<file path="src/rtl/fetch_pkg.sv">
// Shared types and constants for the instruction-fetch stage.
// Optional misaligned-PC checking is enabled with FETCH_ALIGN_CHK_EN.
package fetch_pkg;
    localparam int XLEN = 16;
    typedef logic [XLEN-1:0] word_t;

    localparam word_t      DEF_RESET_PC  = 16'h0000;
    localparam word_t      DEF_NOP_INSTR = 16'h0800;
    localparam logic [4:0] DEF_HALT_OPC  = 5'b00000;

    localparam int OPC_MSB = 15;
    localparam int OPC_LSB = 11;

    typedef enum logic {
        ST_RUN    = 1'b0,
        ST_HALTED = 1'b1
    } fetch_state_e;

    function automatic logic [4:0] opcode_of(input word_t instr);
        return instr[OPC_MSB:OPC_LSB];
    endfunction
endpackage

</file>
<file path="src/rtl/fetch_stage_if.sv">
// Instruction-memory read port between the fetch stage (master) and memory (slave).
interface fetch_stage_if;
    import fetch_pkg::*;

    word_t imem_addr;
    logic  imem_en;
    logic  imem_wr;
    word_t imem_data;

    modport master (
        output imem_addr,
        output imem_en,
        output imem_wr,
        input  imem_data
    );

    modport slave (
        input  imem_addr,
        input  imem_en,
        input  imem_wr,
        output imem_data
    );
endinterface

</file>
<file path="src/rtl/fetch_ifid_reg.sv">
// IF/ID pipeline register: flush loads a NOP bubble, hold freezes the contents.
module fetch_ifid_reg
    import fetch_pkg::*;
#(
    parameter word_t NOP_INSTR = DEF_NOP_INSTR
) (
    input  logic  clk,
    input  logic  rst,
    input  logic  hold,
    input  logic  flush,
    input  word_t load_instr,
    input  word_t load_pc2,
    output word_t instr,
    output word_t pc2,
    output logic  valid
);
    word_t instr_reg;
    word_t pc2_reg;
    logic  valid_reg;

    // Flush beats hold so a redirect during a stall still kills the bubble.
    always_ff @(posedge clk) begin
        if (rst) begin
            instr_reg <= NOP_INSTR;
            pc2_reg   <= '0;
            valid_reg <= 1'b0;
        end else if (flush) begin
            instr_reg <= NOP_INSTR;
            valid_reg <= 1'b0;
        end else if (!hold) begin
            instr_reg <= load_instr;
            pc2_reg   <= load_pc2;
            valid_reg <= 1'b1;
        end
    end

    assign instr = instr_reg;
    assign pc2   = pc2_reg;
    assign valid = valid_reg;
endmodule

</file>
<file path="src/rtl/fetch_stage.sv">
// Instruction-fetch stage: owns the PC, handles stall/redirect/HALT and feeds IF/ID.
// Define FETCH_ALIGN_CHK_EN to trap fetches from odd PCs via the sticky err flag.
module fetch_stage
    import fetch_pkg::*;
#(
    parameter word_t      RESET_PC  = DEF_RESET_PC,
    parameter word_t      NOP_INSTR = DEF_NOP_INSTR,
    parameter logic [4:0] HALT_OPC  = DEF_HALT_OPC
) (
    input  logic                 clk,
    input  logic                 rst,
    input  logic                 stall,
    input  logic                 redirect_valid,
    input  word_t                redirect_pc,
    fetch_stage_if.master        imem,
    output word_t                ifid_instr,
    output word_t                ifid_pc2,
    output logic                 ifid_valid,
    output logic                 halted,
    output logic                 err
);
    fetch_state_e state_reg, state_next;
    word_t        pc_reg, pc_next;
    word_t        pc_plus2;
    logic         ifid_hold;
    logic         ifid_flush;
    logic         fetch_go;
    logic         misaligned;

    assign pc_plus2 = pc_reg + 16'd2;
    assign fetch_go = !redirect_valid && !stall && (state_reg == ST_RUN);

`ifdef FETCH_ALIGN_CHK_EN
    assign misaligned = pc_reg[0];
`else
    assign misaligned = 1'b0;
`endif

    always_comb begin
        state_next = state_reg;
        pc_next    = pc_reg;
        ifid_hold  = 1'b0;
        ifid_flush = 1'b0;
        if (redirect_valid) begin
            pc_next    = redirect_pc;
            ifid_flush = 1'b1;
            state_next = ST_RUN;
        end else if (stall) begin
            ifid_hold = 1'b1;
        end else if (state_reg == ST_HALTED) begin
            ifid_flush = 1'b1;
        end else if (misaligned) begin
            ifid_flush = 1'b1;
            state_next = ST_HALTED;
        end else if (opcode_of(imem.imem_data) == HALT_OPC) begin
            // HALT itself is passed to decode; the PC parks on its address.
            state_next = ST_HALTED;
        end else begin
            pc_next = pc_plus2;
        end
    end

    always_ff @(posedge clk) begin
        if (rst) begin
            state_reg <= ST_RUN;
            pc_reg    <= RESET_PC;
        end else begin
            state_reg <= state_next;
            pc_reg    <= pc_next;
        end
    end

`ifdef FETCH_ALIGN_CHK_EN
    logic err_reg;

    always_ff @(posedge clk) begin
        if (rst) begin
            err_reg <= 1'b0;
        end else if (fetch_go && misaligned) begin
            err_reg <= 1'b1;
        end
    end

    assign err = err_reg;
`else
    assign err = 1'b0;
`endif

    fetch_ifid_reg #(
        .NOP_INSTR (NOP_INSTR)
    ) u_ifid (
        .clk        (clk),
        .rst        (rst),
        .hold       (ifid_hold),
        .flush      (ifid_flush),
        .load_instr (imem.imem_data),
        .load_pc2   (pc_plus2),
        .instr      (ifid_instr),
        .pc2        (ifid_pc2),
        .valid      (ifid_valid)
    );

    // Memory loads its image during reset, so the read enable is gated by rst directly.
    assign imem.imem_addr = pc_reg;
    assign imem.imem_en   = ~rst & (state_reg == ST_RUN);
    assign imem.imem_wr   = 1'b0;
    assign halted         = (state_reg == ST_HALTED);
endmodule

</file>
<file path="src/flat_wrapper.sv">
// flat-port wrapper written by rule: the top's interface ports become plain ports
module fetch_stage_flat import fetch_pkg::*;
#(
    parameter word_t      RESET_PC  = DEF_RESET_PC,
    parameter word_t      NOP_INSTR = DEF_NOP_INSTR,
    parameter logic [4:0] HALT_OPC  = DEF_HALT_OPC
)
  (clk, rst, stall, redirect_valid, redirect_pc, ifid_instr, ifid_pc2, ifid_valid, halted, err, imem_imem_addr, imem_imem_en, imem_imem_wr, imem_imem_data);
  fetch_stage_if imem_i ();
  input  logic clk;
  input  logic rst;
  input  logic stall;
  input  logic redirect_valid;
  input  word_t redirect_pc;
  output word_t ifid_instr;
  output word_t ifid_pc2;
  output logic ifid_valid;
  output logic halted;
  output logic err;
  output wire logic [$bits(imem_i.imem_addr)-1:0] imem_imem_addr;
  output wire logic [$bits(imem_i.imem_en)-1:0] imem_imem_en;
  output wire logic [$bits(imem_i.imem_wr)-1:0] imem_imem_wr;
  input wire logic [$bits(imem_i.imem_data)-1:0] imem_imem_data;
  assign imem_imem_addr = imem_i.imem_addr;
  assign imem_imem_en = imem_i.imem_en;
  assign imem_imem_wr = imem_i.imem_wr;
  assign imem_i.imem_data = imem_imem_data;
  fetch_stage #(.RESET_PC(RESET_PC), .NOP_INSTR(NOP_INSTR), .HALT_OPC(HALT_OPC)) u_core (.clk(clk), .rst(rst), .stall(stall), .redirect_valid(redirect_valid), .redirect_pc(redirect_pc), .imem(imem_i), .ifid_instr(ifid_instr), .ifid_pc2(ifid_pc2), .ifid_valid(ifid_valid), .halted(halted), .err(err));
endmodule
</file>
<file path="config.mk">
export PLATFORM = sky130hd
export DESIGN_NAME = fetch_stage_flat
export DESIGN_NICKNAME = d
export VERILOG_FILES = /design/src/rtl/fetch_pkg.sv /design/src/rtl/fetch_stage_if.sv /design/src/rtl/fetch_ifid_reg.sv /design/src/rtl/fetch_stage.sv /design/src/flat_wrapper.sv
export SDC_FILE = /design/constraint.sdc
export NUM_CORES = 1
export LEC_CHECK = 0
export ABC_AREA = 1
export BUFFER_PORTS_ARGS = -buffer_cell sky130_fd_sc_hd__buf_2
export CAP_MARGIN = 20
export CORE_MARGIN = 1.5
export CORE_UTILIZATION = 35
export CTS_CLUSTER_DIAMETER = 100
export CTS_CLUSTER_SIZE = 8
export DETAILED_ROUTE_END_ITERATION = 16
export GPL_ROUTABILITY_DRIVEN = 0
export PLACE_DENSITY_LB_ADDON = 0.15
export SLEW_MARGIN = 20
export SYNTH_ARGS = -nofsm -noshare
export SYNTH_HDL_FRONTEND = slang
export SYNTH_HIERARCHICAL = 1
export SYNTH_SLANG_ARGS = --single-unit
</file>
<file path="constraint.sdc">
create_clock -name clk -period 1.55 [get_ports clk]
set_input_delay 0.155 -clock clk [delete_from_list [all_inputs] [get_ports clk]]
set_output_delay 0.155 -clock clk [all_outputs]
set_load 0.1 [all_outputs]
</file>
Word level (Yosys, flattened, before mapping)
Cells that the tools add are included.
{"block": "classes", "n_addsub": 1, "eq_ne": 3, "n_mux": 11, "bitwise_logic": 5, "reduce_logical": 5}
{"op": "16-bit two-way mux", "count": 4}
{"op": "16-bit by 2-bit adder with 16-bit output (second input constant)", "count": 1}
{"op": "1-bit two-way mux", "count": 7}
{"op": "5-bit zero test", "count": 1}
{"op": "2-bit != test (second input constant)", "count": 2}
{"op": "1-bit NOT", "count": 4}
{"op": "2-bit OR reduction", "count": 2}
{"op": "3-bit AND reduction", "count": 1}
{"op": "2-bit by 1-bit != test with 1-bit output (second input constant)", "count": 1}
{"op": "2-bit AND reduction", "count": 1}
{"op": "1-bit bitwise AND", "count": 1}
{"block": "totals", "reg_bits": 50, "inputBits": 36, "elab_cells": 30}

Logic depth before layout (Yosys ltp)
Gate-level depths: netlist of the first run.
{"block": "depth", "depth_word": 5, "depth_mapped": 11}

Hierarchy
The synthesis of the first run kept the hierarchy.
{"mod": "fetch_ifid_reg", "n_inst": 1, "cells_per_inst": 176, "area_each_um2": 1287.5, "seq_area_each_um2": 660.6}
{"mod": "fetch_stage", "n_inst": 1, "cells_per_inst": 220, "area_each_um2": 1263.7, "seq_area_each_um2": 340.3}

Least setup slack after synthesis of the first run
OpenSTA, ideal clock, no wires.
{"block": "synth_timing", "path_kind": "register to output", "start": "reg u_core.state_reg, in the netlist u_core/halted", "end": "out imem_imem_en", "t_arrival_ps": 2070, "slack_ps": -675, "path_stages_with_launch": 2, "path_buffers": 0, "path_cell_list": "dfxtp_1 -> nor2_1"}
{"block": "synth_via", "elab_chain_len": 2}
{"item": "start, declared", "line": "fetch_stage.sv:22", "rtl": "fetch_state_e state_reg, state_next;"}
{"item": "start signal, assigned", "line": "fetch_stage.sv:68", "rtl": "state_reg <= state_next;"}
{"item": "1-bit NOT"}
{"item": "1-bit bitwise AND", "line": "fetch_stage.sv:105", "rtl": "assign imem.imem_en = ~rst & (state_reg == ST_RUN);"}
{"item": "end, declared", "line": "flat_wrapper.sv:21", "rtl": "output wire logic [$bits(imem_i.imem_en)-1:0] imem_imem_en;"}
Every way passes these cells.

Worst setup path after layout of the first run
{"block": "layout_timing", "start": "reg u_core.pc_reg[1], in the netlist u_core/imem.imem_addr[1]", "end": "reg u_core.u_ifid.pc2_reg[15], in the netlist u_core/u_ifid/pc2[15]"}
{"block": "layout_via", "elab_chain_len": 1}
{"item": "start, declared", "line": "fetch_stage.sv:23", "rtl": "word_t pc_reg, pc_next;"}
{"item": "start signal, assigned", "line": "fetch_stage.sv:69", "rtl": "pc_reg <= pc_next;"}
{"item": "16-bit by 2-bit adder with 16-bit output", "line": "fetch_stage.sv:30", "rtl": "assign pc_plus2 = pc_reg + 16'd2;"}
{"item": "net u_core.pc_plus2[15]", "line": "fetch_stage.sv:24", "rtl": "word_t pc_plus2;"}
{"item": "end signal, assigned", "line": "fetch_ifid_reg.sv:32", "rtl": "pc2_reg <= load_pc2;"}
{"item": "end, declared", "line": "fetch_ifid_reg.sv:18", "rtl": "word_t pc2_reg;"}
The timed path passes the listed nets, and every way through them passes these cells.
A chain may end at the register's enable or synchronous reset.

==> flow_metrics.env, run 1 <==
export IMPL_status="finished clean"
export IMPL_clk_latency_ns=0.30
export IMPL_total_power_w=0.003297
export IMPL_synth_area_leaders="dfxtp_1, nand2_1, nor2_1, inv_1, a21oi_1"
export IMPL_crit_start="u_core/imem.imem_addr[1]"
export IMPL_antenna_found_initial=0
export IMPL_p_leak_nw=1.639
export IMPL_portBuffers=86
export IMPL_cts_root_buf="clkbuf_8"
export IMPL_area_growth_pct=25.45
export IMPL_clockBufferDepth=2
export IMPL_grt_max_degree=33
export IMPL_layout_commonest_cell="nand2_1"
export IMPL_finalClockSkew_ns=0.006441
export IMPL_dr_wl_met2_mm=2.893
export IMPL_crit_fanout=6
export IMPL_numCtsBuffers=5
export IMPL_crit_top_cell="nand2_1"
export IMPL_finalCriticalPeriod_ns=1.375
export IMPL_finalSetupTns_ns=0
export IMPL_required_ns=1.75
export IMPL_dp_cells=568
export IMPL_design_core_area_um2=6907
export IMPL_grt_first_pass_wirelength_mm=10.61
export IMPL_top_layer_used="met4"
export IMPL_path_class="register to register"
export IMPL_die_w_um=88.38
export IMPL_syn_area_um2=2551
export IMPL_grt_setup_unrepaired="false"
export IMPL_ir_worst_vdd_uv=370.6
export IMPL_grt_overflow_total=0
export IMPL_timing_final_crit_share=0.8868
export IMPL_clkSinkCount=50
export IMPL_hold_viol=0
export IMPL_route_detailed_drc=0
export IMPL_nets=516
export IMPL_dr_total_vias=2566
export IMPL_avgViaCountPerCell=4.455
export IMPL_drtPass1Iterations=4
export IMPL_postRouteAntennaNets=0
export IMPL_startpoint_type="register"
export IMPL_hp_start="redirect_pc[0]"
export IMPL_path_cells="ha_4 > nand3_2 > nor2_2 > nand3_1 > nand2_1 > nand2_1 > inv_1 > nand2_1 > nand2_1 > nor2_1"
export IMPL_netlist_instances=396
export IMPL_num_fill_cells=787
export IMPL_final_max_slew_viol_count=0
export IMPL_ios=89
export IMPL_fmax_mhz=727.5
export IMPL_layout_common_cells="nand2_1, buf_2, nor2_1"
export IMPL_dpl_hpwl_mm=4.872
export IMPL_wl_per_cell_um=11.21
export IMPL_synth_top_area_cell="dfxtp_1"
export IMPL_synth_cell_types=26
export IMPL_r2r_start="u_core/imem.imem_addr[1]"
export IMPL_maxCapViolCount=0
export IMPL_hp_class="input port to register"
export IMPL_h_tree_depth=2
export IMPL_dr_first_iter_drc_count=90
export IMPL_postCtsSetupBuffers=0
export IMPL_fp_dieH_um=88.38
export IMPL_ys_seq_area_frac=0.3923
export IMPL_clk_pin_slew_worst_paths_ns=0.09
export IMPL_avgSynthCellArea_um2=6.442
export IMPL_route_met3_wl_um=403
export IMPL_cp_arrival_ns=1.57
export IMPL_setup_violations=0
export IMPL_slowest_delay_ns=0.39
export IMPL_n_antenna_cell=0
export IMPL_cp_end_kind="register"
export IMPL_slowest_stage="dfxtp_4"
export IMPL_dieArea_um2=7810
export IMPL_grt_pass1_vias=2322
export IMPL_powerDensity_nw_per_um2=1030
export IMPL_yosys_warnings=6
export IMPL_met1_length_mm=3.063
export IMPL_fin_cells=576
export IMPL_ys_ff_latch=50
export IMPL_fp_row_count=30
export IMPL_initial_core_util=0.3694
export IMPL_cts_tree="yes"
export IMPL_drive_gt1_frac=0.2792
export IMPL_track_usage=0.1725
export IMPL_wl_mm=6.457
export IMPL_synth_top_cell_area_share=0.3923
[per-stage QoR]
stage          hold WS, ns  instance area (um^2)  setup slack [ns]  utilization
2_1_floorplan       0.2707                  2611           0.02633            -
3_3_place_gp        0.3783                  3089            0.2096       0.4473
5_1_grt            0.08908                  3201           0.02270       0.4634
6_report           0.08303                  3201            0.1755       0.4634
4_1_cts            0.07635                  3193            0.1509       0.4623
3_5_place_dp        0.3929                  3089            0.1661       0.4473
[repair_timing]
action,CTS,global route
setup endpoints to repair,0,1
gates resized for setup,0,1
hold buffers,0,0
hold endpoints to repair,0,0
[synth_stat cells]
library cell    n
and2_1          3
clkbuf_1        4
o21ai_1         1
o21ai_0         9
nor2_1         61
conb_1          1
nand3_2         1
buf_4           4
inv_1          49
nand2_1       134
nor2_8          1
buf_2           2
ha_1            1
nand3_1        19
dfxtp_1        50
clkinv_1        1
nand4_1         7
xor2_1          2
inv_2           3
nand2_2         5
a21oi_1        23
nor2_2          3
xnor2_1         1
a21oi_2         2
buf_6           6
nor2_4          3
[area by class of cell]
| type | count | area, um^2 | share of cell area |
|---|---|---|---|
| Inverter | 53 | 198.9 | 0.06216 |
| Timing Repair Buffer | 91 | 480.5 | 0.1501 |
| Clock inverter | 1 | 6.256 | 0.001955 |
| Tap cell | 96 | 120.1 | 0.03753 |
| Clock buffer | 7 | 97.59 | 0.03049 |
| Multi-Input combinational cell | 278 | 1255 | 0.3921 |
| Sequential cell | 50 | 1042 | 0.3256 |
[worst max-delay path: cells and delay by family (launching register included)]
family                   cells  cell delay [ns]
AND/OR/NAND/NOR              8             0.68
flip-flops                   1             0.39
adder cells (fa/ha/maj)      1             0.14
buffers and inverters        1             0.06
[layer usage]
layer	vias up	track usage
met5	-	0
met4	0	0.04830
li1	1360	-
met3	7	0.03825
met2	72	0.2984
met1	1127	0.2161
[cell families after synthesis]
group	after synthesis	share of synthesized area
AOI/OAI and AO/OA	35	0.07160
DFF	50	0.3923
and+or+nand+nor	237	0.3933
buffers and inverters	69	0.1260
xor gates and xnor gates	3	0.01030
other	1	0.001470
adders and majority gates	1	0.004904
[path summary, 6_finish.rpt]
check,cells past startpoint,endpoint,slack [ns]
setup / recovery,10,u_core/u_ifid/pc2[15],0.18
hold / removal,3,u_core/imem.imem_addr[0],0.08
setup reg to reg,10,u_core/u_ifid/pc2[15],0.18
hold reg to reg,2,u_core/u_ifid/instr[6],0.46
[where the power goes]
| group | internal (W) | switching [W] |
|---|---|---|
| Sequential | 0.00136 | 0.0000619 |
| Combinational | 0.000193 | 0.000832 |
| Clock | 0.000419 | 0.000435 |
| Total | 0.00197 | 0.00133 |
Power figures use the tool's default switching activity.
==> inputs of run 2 (changes only) <==
--- a/config.mk
+++ b/config.mk
@@ -6,13 +6,13 @@
 export NUM_CORES = 1
 export LEC_CHECK = 0
 export ABC_AREA = 1
-export BUFFER_PORTS_ARGS = -buffer_cell sky130_fd_sc_hd__buf_2
 export CAP_MARGIN = 20
 export CORE_MARGIN = 1.5
 export CORE_UTILIZATION = 35
 export CTS_CLUSTER_DIAMETER = 100
 export CTS_CLUSTER_SIZE = 8
 export DETAILED_ROUTE_END_ITERATION = 16
+export DONT_BUFFER_PORTS = 1
 export GPL_ROUTABILITY_DRIVEN = 0
 export PLACE_DENSITY_LB_ADDON = 0.15
 export SLEW_MARGIN = 20
==> run 2 against run 1 <==
Highest routed layer unchanged. Cell count shrank 3.6%. Wire length grew 0.42%. Die area is the same. Utilization grew 1.0 points. Critical path depth shrank 7.
==> flow_metrics.env, run 2 (synthesis gave the netlist of run 1 again) <==
export IMPL_status="finished clean"
export IMPL_wl_per_cell_um=11.68
export IMPL_total_power_w=0.003209
export IMPL_final_max_slew_viol_count=0
export IMPL_route_met3_wl_um=321
export IMPL_finalCriticalPeriod_ns=1.450
export IMPL_maxSlewHeadroom=0.5481
export IMPL_required_ns=1.39
export IMPL_route_detailed_drc=0
export IMPL_cp_end_kind="output pin"
export IMPL_grt_overflow_total=0
export IMPL_track_usage=0.1684
export IMPL_ir_worst_vdd_uv=317.2
export IMPL_cts_root_buf="clkbuf_8"
export IMPL_design_core_area_um2=6907
export IMPL_cp_arrival_ns=1.29
export IMPL_num_fill_cells=779
export IMPL_seq_area_um2=1042
export IMPL_dr_wl_met2_mm=2.998
export IMPL_slowest_delay_ns=0.35
export IMPL_area_growth_pct=28.20
export IMPL_layout_commonest_cell="nand2_1"
export IMPL_grt_pass1_vias=2240
export IMPL_r2r_slack_ns=0.18
export IMPL_path_class="register to output pin"
export IMPL_nets=495
export IMPL_ios=89
export IMPL_worst_slew_pin_slew_ns=0.6756
export IMPL_top_layer_used="met4"
export IMPL_p_leak_nw=1.559
export IMPL_drive_gt1_frac=0.2135
export IMPL_multiInputGateArea_um2=1255
export IMPL_cts_tree="yes"
export IMPL_fmax_mhz=689.7
export IMPL_clk_pin_slew_worst_paths_ns=0.09
export IMPL_finalSetupTns_ns=0
export IMPL_initial_core_util=0.3694
export IMPL_clockBufferDepth=2
export IMPL_avgViaCountPerCell=4.402
export IMPL_grt_setup_unrepaired="false"
export IMPL_setup_slack_ns=0.1000
export IMPL_slowest_stage="dfxtp_4"
export IMPL_drtPass1Iterations=4
export IMPL_cp_buffers_inverters=2
export IMPL_die_w_um=88.38
export IMPL_hp_class="input port to register"
export IMPL_timing_final_crit_share=0.9355
export IMPL_maxCapViolCount=0
export IMPL_n_antenna_cell=0
export IMPL_antenna_found_initial=0
export IMPL_fp_row_count=30
export IMPL_final_core_util=0.4736
export IMPL_crit_fanout=3
export IMPL_startpoint_type="register"
export IMPL_postCtsSetupBuffers=0
export IMPL_layout_common_cells="nand2_1, nor2_1, buf_4"
export IMPL_grt_max_degree=33
export IMPL_crit_top_cell="buf_4"
export IMPL_dr_total_vias=2443
export IMPL_dr_first_iter_drc_count=154
export IMPL_clkSinkCount=50
export IMPL_h_tree_depth=2
export IMPL_hold_viol=0
export IMPL_critPathTopFamily="buffers and inverters"
export IMPL_holdWs_ns=0.01371
export IMPL_finalClockSkew_ns=0.003348
export IMPL_portBuffers=0
export IMPL_fp_dieH_um=88.38
export IMPL_met1_length_mm=3.062
export IMPL_place_ws_ns=0.1757
export IMPL_clk_latency_ns=0.29
export IMPL_powerDensity_nw_per_um2=981.0
export IMPL_grt_first_pass_wirelength_mm=10.33
export IMPL_dpl_hpwl_mm=4.694
export IMPL_wl_mm=6.484
export IMPL_postRouteAntennaNets=0
export IMPL_setup_violations=0
export IMPL_path_cells="buf_4 > nor2_2 > buf_4"
export IMPL_dieArea_um2=7810
export IMPL_numCtsBuffers=5
run 2: timing repair:
action / in CTS / in global routing
hold buffers: 16 / 0
endpoints found under the hold margin: 30 / 0
resized for setup: 0 / 1
setup endpoints to repair: 0 / 1
run 2: power by group:
group / switching [W] / leakage [nW] / internal (W)
registers: 0.0000565 / 0.420 / 0.00136
logic: 0.000822 / 1.09 / 0.000229
clock network: 0.000425 / 0.0484 / 0.000319
total: 0.00130 / 1.56 / 0.00190
run 2: routing by layer:
layer  vias to the layer above  GRT usage
li1                       1315          -
met1                      1053     0.2111
met2                        64     0.2935
met3                        11    0.03172
met4                         0    0.05114
met5                         -          0
run 2: area by class of cell:
class	count	share of cell area
inverter	53	0.06083
sequential	50	0.3187
timing repair buffer	70	0.1729
clock inverter	3	0.006121
multi-input combinational	278	0.3837
clock buffer	5	0.02104
tap	96	0.03673
run 2: worst paths after layout:
kind	to	startpoint	depth (start not counted)
hold / removal	u_core/imem.imem_addr[0]	redirect_valid	2
setup / recovery	imem_imem_en	u_core/halted	3
hold reg to reg	u_core/u_ifid/instr[1]	u_core/u_ifid/instr[1]	2
setup reg to reg	u_core/u_ifid/pc2[15]	u_core/imem.imem_addr[1]	10
run 2: through the flow:
step                cells  cell area, um^2
finish                555             3271
global route          555             3271
CTS                   555             3263
detailed placement    531             3014
global placement      531             3014
floorplan             397             2611
